## src/rtl/MD_pkg.sv

```systemverilog
// Shared widths, entry layout and destination-scan helper for the remote
// position TX buffer.
package MD_pkg;

  localparam int NUM_REMOTE_DEST_NODES   = 3;
  localparam int NODE_ID_WIDTH           = 4;
  localparam int OFFSET_PKT_STRUCT_WIDTH = 24;
  localparam int GLOBAL_CELL_ID_WIDTH    = 3;
  localparam int NB_CELL_COUNT_WIDTH     = 4;
  localparam int DEST_IDX_WIDTH          = (NUM_REMOTE_DEST_NODES > 1) ?
                                           $clog2(NUM_REMOTE_DEST_NODES) : 1;

  // Destination d lives in element d (bits d*W +: W of the flat port).
  typedef logic [NUM_REMOTE_DEST_NODES-1:0][NB_CELL_COUNT_WIDTH-1:0] lifetime_arr_t;

  typedef struct packed {
    logic [OFFSET_PKT_STRUCT_WIDTH-1:0] offset_pkt;
    logic [3*GLOBAL_CELL_ID_WIDTH-1:0]  gcid;
    lifetime_arr_t                      lifetime;
  } pos_tx_entry_t;

  localparam int ENTRY_WIDTH = $bits(pos_tx_entry_t);

  typedef struct packed {
    logic                      found;
    logic [DEST_IDX_WIDTH-1:0] idx;
  } dest_sel_t;

  typedef enum logic {
    ST_IDLE = 1'b0,
    ST_SEND = 1'b1
  } tx_state_t;

  // Lowest destination index >= first whose lifetime is non-zero.
  function automatic dest_sel_t find_dest(input lifetime_arr_t lt, input int first);
    dest_sel_t sel;
    sel = '0;
    for (int d = NUM_REMOTE_DEST_NODES - 1; d >= 0; d--) begin
      if ((d >= first) && (lt[d] != '0)) begin
        sel.found = 1'b1;
        sel.idx   = DEST_IDX_WIDTH'(d);
      end
    end
    return sel;
  endfunction

endpackage

```

## src/rtl/pos_tx_fifo.sv

```systemverilog
// Generic synchronous FIFO. A push while full is dropped even if a pop
// happens in the same cycle; count_next is exposed so the owner can register
// flags from it without an extra cycle of lag.
module pos_tx_fifo #(
  parameter int WIDTH = 8,
  parameter int DEPTH = 16
) (
  input  logic                     clk,
  input  logic                     rst,
  input  logic                     i_push,
  input  logic [WIDTH-1:0]         i_wr_data,
  input  logic                     i_pop,
  output logic [WIDTH-1:0]         o_rd_data,
  output logic [$clog2(DEPTH):0]   o_count,
  output logic [$clog2(DEPTH):0]   o_count_next,
  output logic                     o_full,
  output logic                     o_empty
);

  localparam int AW = $clog2(DEPTH);
  localparam int CW = AW + 1;

  logic [WIDTH-1:0] r_mem [DEPTH];
  logic [AW-1:0]    r_wr_ptr;
  logic [AW-1:0]    r_rd_ptr;
  logic [CW-1:0]    r_count;
  logic             w_push_ok;
  logic             w_pop_ok;

  assign o_full       = (r_count == CW'(DEPTH));
  assign o_empty      = (r_count == '0);
  assign w_push_ok    = i_push && !o_full;
  assign w_pop_ok     = i_pop && !o_empty;
  assign o_count      = r_count;
  assign o_count_next = r_count + CW'(w_push_ok) - CW'(w_pop_ok);
  assign o_rd_data    = r_mem[r_rd_ptr];

  // Storage write; contents need no reset since count gates every read.
  always_ff @(posedge clk) begin
    if (w_push_ok) begin
      r_mem[r_wr_ptr] <= i_wr_data;
    end
  end

  // Pointers wrap naturally because DEPTH is a power of two.
  always_ff @(posedge clk or negedge rst) begin
    if (!rst) begin
      r_wr_ptr <= '0;
      r_rd_ptr <= '0;
      r_count  <= '0;
    end else begin
      if (w_push_ok) r_wr_ptr <= r_wr_ptr + AW'(1);
      if (w_pop_ok)  r_rd_ptr <= r_rd_ptr + AW'(1);
      r_count <= o_count_next;
    end
  end

endmodule

```

## src/rtl/pos_remote_tx_buffer.sv

```systemverilog
// Remote position TX buffer: queues offset packets from the ring and fans
// each out as one flit per destination with a non-zero lifetime.
// Optional statistics counters are built when POS_TX_STATS_EN is defined;
// otherwise stat_flits/stat_overflow are tied to zero.
//
// state   | meaning
// IDLE    | no flit offered; scan head entry or drop it if all lifetimes zero
// SEND    | flit for r_dest_idx offered, held until tx_ready
module pos_remote_tx_buffer
  import MD_pkg::*;
#(
  parameter int DEPTH        = 16,
  parameter int AFULL_THRESH = DEPTH - 4
) (
  input  logic                                                  clk,
  input  logic                                                  rst,
  input  logic [NODE_ID_WIDTH-1:0]                              local_node_id,
  input  logic [OFFSET_PKT_STRUCT_WIDTH-1:0]                    in_offset_pkt,
  input  logic [3*GLOBAL_CELL_ID_WIDTH-1:0]                     in_gcid,
  input  logic [NUM_REMOTE_DEST_NODES*NB_CELL_COUNT_WIDTH-1:0]  in_lifetime,
  input  logic                                                  in_valid,
  output logic                                                  remote_buffer_back_pressure,
  output logic [OFFSET_PKT_STRUCT_WIDTH-1:0]                    tx_offset_pkt,
  output logic [3*GLOBAL_CELL_ID_WIDTH-1:0]                     tx_gcid,
  output logic [NODE_ID_WIDTH-1:0]                              tx_node_id,
  output logic [DEST_IDX_WIDTH-1:0]                             tx_dest_idx,
  output logic [NB_CELL_COUNT_WIDTH-1:0]                        tx_lifetime,
  output logic                                                  tx_valid,
  input  logic                                                  tx_ready,
  output logic                                                  buffer_empty,
  output logic [31:0]                                           stat_flits,
  output logic                                                  stat_overflow
);

  localparam int CW = $clog2(DEPTH) + 1;

  pos_tx_entry_t             w_in_entry;
  pos_tx_entry_t             w_head;
  logic [CW-1:0]             w_count;
  logic [CW-1:0]             w_count_next;
  logic                      w_full;
  logic                      w_empty;
  logic                      w_pop;
  logic                      w_unused;

  tx_state_t                 r_state;
  tx_state_t                 w_state_next;
  logic [DEST_IDX_WIDTH-1:0] r_dest_idx;
  logic [DEST_IDX_WIDTH-1:0] w_dest_next;
  dest_sel_t                 w_first_sel;
  dest_sel_t                 w_next_sel;
  logic                      r_bp;

  // Pack the ring-side fields into one FIFO entry.
  always_comb begin
    w_in_entry            = '0;
    w_in_entry.offset_pkt = in_offset_pkt;
    w_in_entry.gcid       = in_gcid;
    w_in_entry.lifetime   = lifetime_arr_t'(in_lifetime);
  end

  pos_tx_fifo #(
    .WIDTH (ENTRY_WIDTH),
    .DEPTH (DEPTH)
  ) u_fifo (
    .clk          (clk),
    .rst          (rst),
    .i_push       (in_valid),
    .i_wr_data    (w_in_entry),
    .i_pop        (w_pop),
    .o_rd_data    (w_head),
    .o_count      (w_count),
    .o_count_next (w_count_next),
    .o_full       (w_full),
    .o_empty      (w_empty)
  );

  // State and destination-slot registers.
  always_ff @(posedge clk or negedge rst) begin
    if (!rst) begin
      r_state    <= ST_IDLE;
      r_dest_idx <= '0;
    end else begin
      r_state    <= w_state_next;
      r_dest_idx <= w_dest_next;
    end
  end

  // Next-state: pick first live destination, advance on handshake, pop when done.
  always_comb begin
    w_state_next = r_state;
    w_dest_next  = r_dest_idx;
    w_pop        = 1'b0;
    w_first_sel  = find_dest(w_head.lifetime, 0);
    w_next_sel   = find_dest(w_head.lifetime, int'(r_dest_idx) + 1);
    case (r_state)
      ST_IDLE: begin
        if (!w_empty) begin
          if (w_first_sel.found) begin
            w_state_next = ST_SEND;
            w_dest_next  = w_first_sel.idx;
          end else begin
            w_pop = 1'b1;
          end
        end
      end
      ST_SEND: begin
        if (tx_ready) begin
          if (w_next_sel.found) begin
            w_dest_next = w_next_sel.idx;
          end else begin
            w_pop        = 1'b1;
            w_state_next = ST_IDLE;
          end
        end
      end
      default: w_state_next = ST_IDLE;
    endcase
  end

  // Back pressure follows the post-update occupancy.
  always_ff @(posedge clk or negedge rst) begin
    if (!rst) begin
      r_bp <= 1'b0;
    end else begin
      r_bp <= (w_count_next >= CW'(AFULL_THRESH));
    end
  end

  // Head stays put while in SEND, so payload fields are stable until handshake.
  assign tx_valid                    = (r_state == ST_SEND);
  assign tx_offset_pkt               = tx_valid ? w_head.offset_pkt : '0;
  assign tx_gcid                     = tx_valid ? w_head.gcid : '0;
  assign tx_node_id                  = tx_valid ? local_node_id : '0;
  assign tx_dest_idx                 = tx_valid ? r_dest_idx : '0;
  assign tx_lifetime                 = tx_valid ? w_head.lifetime[r_dest_idx] : '0;
  assign buffer_empty                = w_empty && !tx_valid;
  assign remote_buffer_back_pressure = r_bp;

`ifdef POS_TX_STATS_EN
  logic [31:0] r_stat_flits;
  logic        r_stat_overflow;

  // Wrapping handshake count and sticky dropped-push flag.
  always_ff @(posedge clk or negedge rst) begin
    if (!rst) begin
      r_stat_flits    <= '0;
      r_stat_overflow <= 1'b0;
    end else begin
      if (tx_valid && tx_ready) r_stat_flits <= r_stat_flits + 32'd1;
      if (in_valid && w_full)   r_stat_overflow <= 1'b1;
    end
  end

  assign stat_flits    = r_stat_flits;
  assign stat_overflow = r_stat_overflow;
  assign w_unused      = ^w_count;
`else
  assign stat_flits    = '0;
  assign stat_overflow = 1'b0;
  assign w_unused      = ^{w_count, w_full};
`endif

endmodule

```

## config.mk

```make
export PLATFORM = sky130hd
export DESIGN_NAME = pos_remote_tx_buffer
export DESIGN_NICKNAME = d
export VERILOG_FILES = /design/src/rtl/MD_pkg.sv /design/src/rtl/pos_tx_fifo.sv /design/src/rtl/pos_remote_tx_buffer.sv
export SDC_FILE = /design/constraint.sdc
export NUM_CORES = 1
export LEC_CHECK = 0
export ABC_CLOCK_PERIOD_IN_PS = 10900
export BUFFER_PORTS_ARGS = -buffer_cell sky130_fd_sc_hd__clkbuf_2
export CELL_PAD_IN_SITES_DETAIL_PLACEMENT = 1
export CELL_PAD_IN_SITES_GLOBAL_PLACEMENT = 2
export CORE_MARGIN = 3
export CORE_UTILIZATION = 49
export CTS_CLUSTER_DIAMETER = 200
export DETAILED_ROUTE_END_ITERATION = 12
export GPL_TIMING_DRIVEN = 0
export PLACE_DENSITY = 0.79
export REMOVE_ABC_BUFFERS = 1
export SLEW_MARGIN = 20
export SYNTH_ARGS = -nofsm -noshare
export SYNTH_HDL_FRONTEND = slang
export SYNTH_SLANG_ARGS = --single-unit
```

## constraint.sdc

```tcl
create_clock -name clk -period 10.9 [get_ports clk]
set_input_delay 1.09 -clock clk [delete_from_list [all_inputs] [get_ports clk]]
set_output_delay 1.09 -clock clk [all_outputs]
set_load 0.02 [all_outputs]
```

### Word level (Yosys, flattened, before mapping)

Memories as Yosys holds them, arrays and structs flattened.
Index checks and enable logic that the tools add are counted.

* reduce and logical (&&, ||, !) cells: 14
* mux-type cells: 30
* eq/ne operators: 5
* order comparisons: 5
* $add $sub $neg: 5
* bitwise operators: 1

Operator list (number)
* 2-to-1 mux 24 bit: 1
* 2-to-1 mux 3 bit: 6
* 2-to-1 mux 4 bit: 3
* nonzero test 4 bit: 3
* 2-to-1 mux 1 bit: 10
* 2-to-1 mux 2 bit: 5
* 2-to-1 mux 9 bit: 1
* adder 4 x 1 -> 4 bit, second input constant: 2
* binary-select mux 4 bit (select 2 bit): 1
* greater-or-equal comparator 1 x 3 -> 1 bit, first input constant: 2
* logical AND 1 bit: 6
* != test 2 bit, second input constant: 3
* adder 5 x 1 -> 5 bit: 1
* == test 5 bit, second input constant: 1
* greater-or-equal comparator 5 x 4 -> 1 bit, second input constant: 1
* logical NOT 5 bit: 1
* subtractor 5 x 1 -> 5 bit: 1
* one-hot mux 1 bit (2 select lines): 2
* one-hot mux 2 bit (2 select lines): 1
* AND reduction 4 bit: 1
* adder 2 x 1 -> 3 bit, second input constant: 1
* greater-or-equal comparator 2 x 3 -> 1 bit, first input constant: 1
* logical NOT 1 bit: 3
* less-than comparator 2 x 3 -> 1 bit, second input constant: 1
* 2 further kinds: 2

* input bits: 53
* logic and storage cells: 67
* RAM bits: 720
* memories: 1
* register bits: 17

Memories
* u_fifo.r_mem: words 16, width 45, rd ports 1, clocked after memory_dff 0, write ports 1, line pos_tx_fifo.sv:23 `logic [WIDTH-1:0] r_mem [DEPTH];`

### Depth between registers and ports, before layout

* word-level depth: 12
* depth in mapped cells: 19
* gate-level depth less buffers: 17

### Hierarchy

A second synthesis with hierarchy kept.

* cells, all modules: 1504
* area, all modules: 29148.0 um2

Modules (own cells, without submodules)
* pos_tx_fifo: area each 28190.8 um2, cells an instance 1378, sequential area each 21946.0 um2, instances 1
* pos_remote_tx_buffer: area each 957.2 um2, cells an instance 126, sequential area each 100.1 um2, instances 1

### Worst setup path after synthesis

OpenSTA, ideal clock, no wires.

* path kind: flip-flop to flip-flop
* start point: register u_fifo.r_rd_ptr[1]
* end point: register r_bp, in the netlist remote_buffer_back_pressure
* setup time: 0.118 ns
* required time: 10.782 ns
* path buffers: 2
* arrival: 3.881 ns
* path slack: 6.901 ns
* clock period less this slack: 3.999 ns
* stages on the path, launching flop included: 20
* cell sequence: dfrtp_1 -> clkbuf_1 -> clkbuf_1 -> mux4_2 -> a22oi_1 -> nand2_1 -> nor4_4 -> a31oi_4 -> nor3_2 -> ha_1 -> inv_1 -> ha_1 -> inv_1 -> fa_1 -> inv_1 -> a21oi_1 -> nor2_1 -> nor2_1 -> xnor2_1 -> a21o_1

* cells in the longest elaborated chain, start to end: 12

Ends and longest elaborated chain
* start: declaration: line pos_tx_fifo.sv:25 `logic [AW-1:0] r_rd_ptr;`
* start signal: assignment: line pos_tx_fifo.sv:53 `if (w_pop_ok) r_rd_ptr <= r_rd_ptr + AW'(1);`
* memory (16 x 45 bit) (*)
* nonzero test 4 bit: line MD_pkg.sv:39 `if ((d >= first) && (lt[d] != '0)) begin`
* logical AND 1 bit: line MD_pkg.sv:39
* 2-to-1 mux 3 bit (3 in a row): line MD_pkg.sv:39
* 2-to-1 mux 1 bit: line pos_remote_tx_buffer.sv:109 `if (w_next_sel.found) begin`
* 2-to-1 mux 1 bit: line pos_remote_tx_buffer.sv:108 `if (tx_ready) begin`
* one-hot mux 1 bit (2 select lines) (*): line pos_remote_tx_buffer.sv:96 `case (r_state)`
* logical AND 1 bit (*): line pos_tx_fifo.sv:33 `assign w_pop_ok = i_pop && !o_empty;`
* net u_fifo.w_pop_ok: line pos_tx_fifo.sv:28 `logic w_pop_ok;`
* subtractor 5 x 1 -> 5 bit (*): line pos_tx_fifo.sv:35 `assign o_count_next = r_count + CW'(w_push_ok) - CW'(w_pop_ok);`
* net u_fifo.o_count_next[4]: line pos_tx_fifo.sv:15 `output logic [$clog2(DEPTH):0] o_count_next,`
* greater-or-equal comparator 5 x 4 -> 1 bit (*): line pos_remote_tx_buffer.sv:126 `r_bp <= (w_count_next >= CW'(AFULL_THRESH));`
* end signal: assignment: line pos_remote_tx_buffer.sv:126
* end: declaration: line pos_remote_tx_buffer.sv:52 `logic r_bp;`

Mark *: on every way through the listed nets, which the timed path passes. The rest lies on a longest branch.
A chain may end at the register's enable or synchronous reset.

### Worst setup path in the final report

* start point: register u_fifo.r_rd_ptr[0]
* end point: register r_bp, in the netlist remote_buffer_back_pressure

Same word-level chain as after synthesis.

==> impl.org <==
** Setup path
- Traced cell by cell, the critical path runs through buf_16 -> buf_16 -> mux4_1 -> a22oi_1 -> nand2_1 -> nor4_2 -> a31oi_4 -> nor3_2 -> ha_1 -> inv_1 -> ha_1 -> inv_1 -> fa_1 -> inv_1 -> a21oi_1 -> nor2_1 -> nor2_1 -> xnor2_1 -> a21o_1.
- Broken down by cell family, the worst path's largest delay share belongs to simple AND/OR/NAND/NOR gates.
- Data arrives at the worst endpoint at 5550 ps.
- By instance count, the cell type seen most on the critical path is sky130_fd_sc_hd__inv_1.
- Data on the critical path is required at its endpoint by 11,380 ps.
- STA classifies the critical path startpoint as a flop.
- The slowest stage of the critical path belongs to the cell sky130_fd_sc_hd__dfrtp_4.
- Worst path bufs/invs :: 5
- Of all nets on the critical path, the largest fanout is 34.
- For this run, the slowest stage of the critical path takes 640 ps.
- The worst setup path is captured at a flop.
- By startpoint and endpoint, the worst setup path is classified as flop to flop.

** Logic synthesis
- After Yosys synthesis, full adders, half adders and majority gates account for 0.548% of the synthesized area.
- Complex-gate fraction of the synthesized area :: 1.36%
- Of the total synthesized cell area, the portion taken by XOR and XNOR cells is 0.304%.
- Post-Synthesis Cell Area :: 28,800 um2
- Ys Warns :: 0
- Largest family of logic cells by synthesized area :: multiplexers
- After synthesis, the share of flip-flops with an asynchronous set or reset is 2.31%.
- Sequential fraction of the synthesis area :: 76.6%
- Count of unique library cells instantiated by Yosys :: 43
- The synthesized design contains 720 enable-type register cells.
- Share of synthesized cell area in and, or, nand and nor gates :: 2.23%
- Instance count of the mapped netlist :: 1,237
- In the synthesized netlist, mux cells make up 17.0% of the area.
- Area share of the leading cell type in the synthesized netlist :: 75.1%
- Flop and latch count out of synthesis :: 737
- Dominant cell type by area after synthesis :: sky130_fd_sc_hd__edfxtp_1
- Most area-consuming cells after synthesis :: sky130_fd_sc_hd__edfxtp_1 75%, sky130_fd_sc_hd__mux4_2 15%, sky130_fd_sc_hd__dfrtp_1 1.5%
- Leading register cell type out of synthesis :: sky130_fd_sc_hd__edfxtp_1
- After synthesis, the mean cell area works out to 23.3 um2.

** Floorplan
- The initial utilization of the core area, before any placement, comes to 49.7%.
- Area of the core region :: 57,900 um2
- From bottom edge to top edge, the die measures 248 um.
- Area enclosed by the die boundary :: 61,700 um2
- Rows :: 88
- # IOs :: 132
- Die W :: 248 um

** Final layout
- For this run, the post-layout net count is 1,447.
- Commonest cells after routing, fill and taps aside :: 720 x sky130_fd_sc_hd__edfxtp_1, 197 x sky130_fd_sc_hd__mux4_2, 98 x sky130_fd_sc_hd__clkbuf_2
- Area grow syn2layout :: 14.5%
- Filler cell count in the final layout :: 4,879
- Proportion of layout cells with a drive suffix above 1 :: 32.6%
- Leaving out fill and tap cells, the most frequent cell in the layout is sky130_fd_sc_hd__edfxtp_1.
- Utilization after layout :: 56.9%

** STA
- The worst pin sits at a relative slew slack of 38.0%.
- Unrepaired setup endpoints after global routing :: false
- Count of final max-slew check failures :: 0
- Fmax :: 0.197 GHz
- Setup-failing EPs final :: 0
- Post-layout min period :: 5060 ps
- Summed over all failing endpoints, the final setup total negative slack is 0 ps.
- Number of hold-slack violations in the final timing report :: 0
- The worst path uses 46.5% of the clock period.
- Skew final :: 14.3 ps
- For the pin with the worst max-slew slack, the measured transition is 926 ps.

** GRT
- Global-route wire length before repair :: 97,500 um
- Entering global routing, the biggest net connects 51 pins.
- Number of global-route vias before repair :: 14,100
- Total overflow reported by the global router :: 0
- Overall global routing resource usage :: 22.2%
- Number of antenna violations at the first check in global routing :: 2

** Drt
- In the final routed layout, each cell accounts on average for 30.0 um.
- The count of nets left with antenna violations once routing finished came out at 0.
- After the first detailed-routing iteration, the DRC count stood at 1,123.
- For this run, the detailed router's first-pass iteration total came to 5.
- Avg Vias per Cell :: 5.93
- DRC violation count after routing :: 0
- DR vias :: 13,100
- Routed WL :: 66,100 um

** CTS
- In this run the clock root is driven by a sky130_fd_sc_hd__clkbuf_16.
- Buffers added to address setup during post-CTS repair amount to 0.
- Number of instances resized during post-cts repair :: 0
- The H-tree generated during clock tree synthesis spans 3 levels.
- Hold repair after CTS inserted 0 buffers.
- The number of clock buffers added by TritonCTS is 74.
- The longest clock path from root to sink contains 3 buffers.
- TritonCTS built the clock tree.
- The later pin in the worst-skew pair is clocked with a latency of 600 ps.
- The clock net in this run drives a total of 737 sinks.
- Reg clk slew, reported paths :: 60 ps

** Run status
- The run finished with clean final reports.

** Power
- LEAKAGE :: 10.7 nW
- Power spread over the standard cell area amounts to 269 nW/um2.
- The worst-case IR drop observed on VDD is 0.210 mV.

** Place
- Routability congestion estimate from global placement :: 0.702
- In this run the tool buffered the top-level ports with 98 buffer cells.
- Dpl hpwl :: 37,300 um

** Flow run
- Across the run, the number of max-cap violations was 0.

** Worst hold path
- The worst hold path belongs to the class input pin to asynchronous set/reset pin.
-- per-stage QoR --
step | area, um2 | worst slack [ps] | hold slack (ps) | total power (W) | std cells
final | 33000 | 5840 | 438 | 0.00887 | 2207
after global routing | 33000 | 5500 | 451 | 0.00928 | 2204
after global placement | 29800 | -2990 | 555 | 0.00686 | 2042
after CTS | 33000 | 5750 | 418 | 0.00899 | 2204
after floorplan | 28400 | 722 | 493 | 0.00579 | 1179
after detailed placement | 30600 | 5790 | 551 | 0.00651 | 2071
-- per-layer routing --
layer | vias up | part of all wire, % | GRT usage [%]
li1 | 5461 | - | -
met5 | - | 0 | 0
met2 | 437 | 51 | 37.6
met4 | 0 | 2.0 | 6.11
met3 | 94 | 5.4 | 3.84
met1 | 7099 | 41 | 30.1
-- area by class of cell --
cell class | instances | area (um2) | area share (%)
Timing Repair Buffer | 127 | 1200 | 3.64
Inverter | 14 | 52.6 | 0.159
Antenna cell | 3 | 7.51 | 0.0228
Clock inverter | 49 | 394 | 1.20
Sequential cell | 737 | 22100 | 66.9
Clock buffer | 84 | 1950 | 5.92
Tap cell | 765 | 957 | 2.90
Multi-Input combinational cell | 428 | 6340 | 19.2
-- Yosys cell counts, types with 2 or more instances --
| master | n |
|---|---|
| sky130_fd_sc_hd__nor4_4 | 2 |
| sky130_fd_sc_hd__nor4_2 | 2 |
| sky130_fd_sc_hd__dfrtp_1 | 17 |
| sky130_fd_sc_hd__a21o_1 | 3 |
| sky130_fd_sc_hd__edfxtp_1 | 720 |
| sky130_fd_sc_hd__mux2_1 | 3 |
| sky130_fd_sc_hd__nand2_2 | 2 |
| sky130_fd_sc_hd__nor2b_1 | 2 |
| sky130_fd_sc_hd__inv_1 | 14 |
| sky130_fd_sc_hd__a31oi_4 | 2 |
| sky130_fd_sc_hd__a21oi_1 | 14 |
| sky130_fd_sc_hd__xor2_1 | 4 |
| sky130_fd_sc_hd__ha_1 | 11 |
| sky130_fd_sc_hd__clkbuf_1 | 32 |
| sky130_fd_sc_hd__mux4_1 | 16 |
| sky130_fd_sc_hd__nor2_1 | 20 |
| sky130_fd_sc_hd__buf_2 | 10 |
| sky130_fd_sc_hd__a22oi_2 | 2 |
| sky130_fd_sc_hd__xnor2_1 | 6 |
| sky130_fd_sc_hd__buf_1 | 11 |
| sky130_fd_sc_hd__nand2_1 | 17 |
| sky130_fd_sc_hd__a22oi_1 | 23 |
| sky130_fd_sc_hd__and2_1 | 55 |
| sky130_fd_sc_hd__mux4_2 | 197 |
| sky130_fd_sc_hd__buf_4 | 34 |
-- report_power, final --
part / leakage [nW] / internal (W) / switching [W]
clock: 1.16 / 0.00143 / 0.00104
sequential: 6.70 / 0.00342 / 0.000190
combinational: 2.88 / 0.00130 / 0.00149
-- kinds of logic after synthesis --
logic type      Yosys count
mux                     216
compound gates           49
xor+xnor                 10
other cells               1
buf+inv                 104
fa+ha+maj                12
flops                   737
simple gates            108
-- sequential cells by signal, summed over array words and instances (netlist names) --
register / count
u_fifo.r_rd_ptr: 4
u_fifo.o_count: 5
remote_buffer_back_pressure: 1
u_fifo.r_mem: 720
u_fifo.r_wr_ptr: 4
r_dest_idx: 2
tx_valid: 1
-- final timing paths --
path | startpoint | endpoint | slack [ps] | cells after the start
min in group clk | u_fifo.r_wr_ptr[3] | u_fifo.r_wr_ptr[3] | 560 | 1
worst min register to register | u_fifo.r_wr_ptr[3] | u_fifo.r_wr_ptr[3] | 560 | 1
max in group asynchronous | rst | u_fifo.r_rd_ptr[2] | 10100 | 1
worst max-delay path | u_fifo.r_rd_ptr[0] | remote_buffer_back_pressure | 5840 | 19
worst min-delay path | rst | r_dest_idx[1] | 440 | 1
worst max register to register | u_fifo.r_rd_ptr[0] | remote_buffer_back_pressure | 5840 | 19
-- worst register-to-register path, cell delays in order, from the launching register on --
cell and delay, ps:
sky130_fd_sc_hd__dfrtp_4 640, sky130_fd_sc_hd__buf_16 310, sky130_fd_sc_hd__buf_16 300, sky130_fd_sc_hd__mux4_1 640, sky130_fd_sc_hd__a22oi_1 250, sky130_fd_sc_hd__nand2_1 210
sky130_fd_sc_hd__nor4_2 490, sky130_fd_sc_hd__a31oi_4 220, sky130_fd_sc_hd__nor3_2 300, sky130_fd_sc_hd__ha_1 290, sky130_fd_sc_hd__inv_1 60, sky130_fd_sc_hd__ha_1 170
sky130_fd_sc_hd__inv_1 70, sky130_fd_sc_hd__fa_1 430, sky130_fd_sc_hd__inv_1 80, sky130_fd_sc_hd__a21oi_1 70, sky130_fd_sc_hd__nor2_1 90, sky130_fd_sc_hd__nor2_1 60
sky130_fd_sc_hd__xnor2_1 130, sky130_fd_sc_hd__a21o_1 150
(Power assumes the default switching activity.)
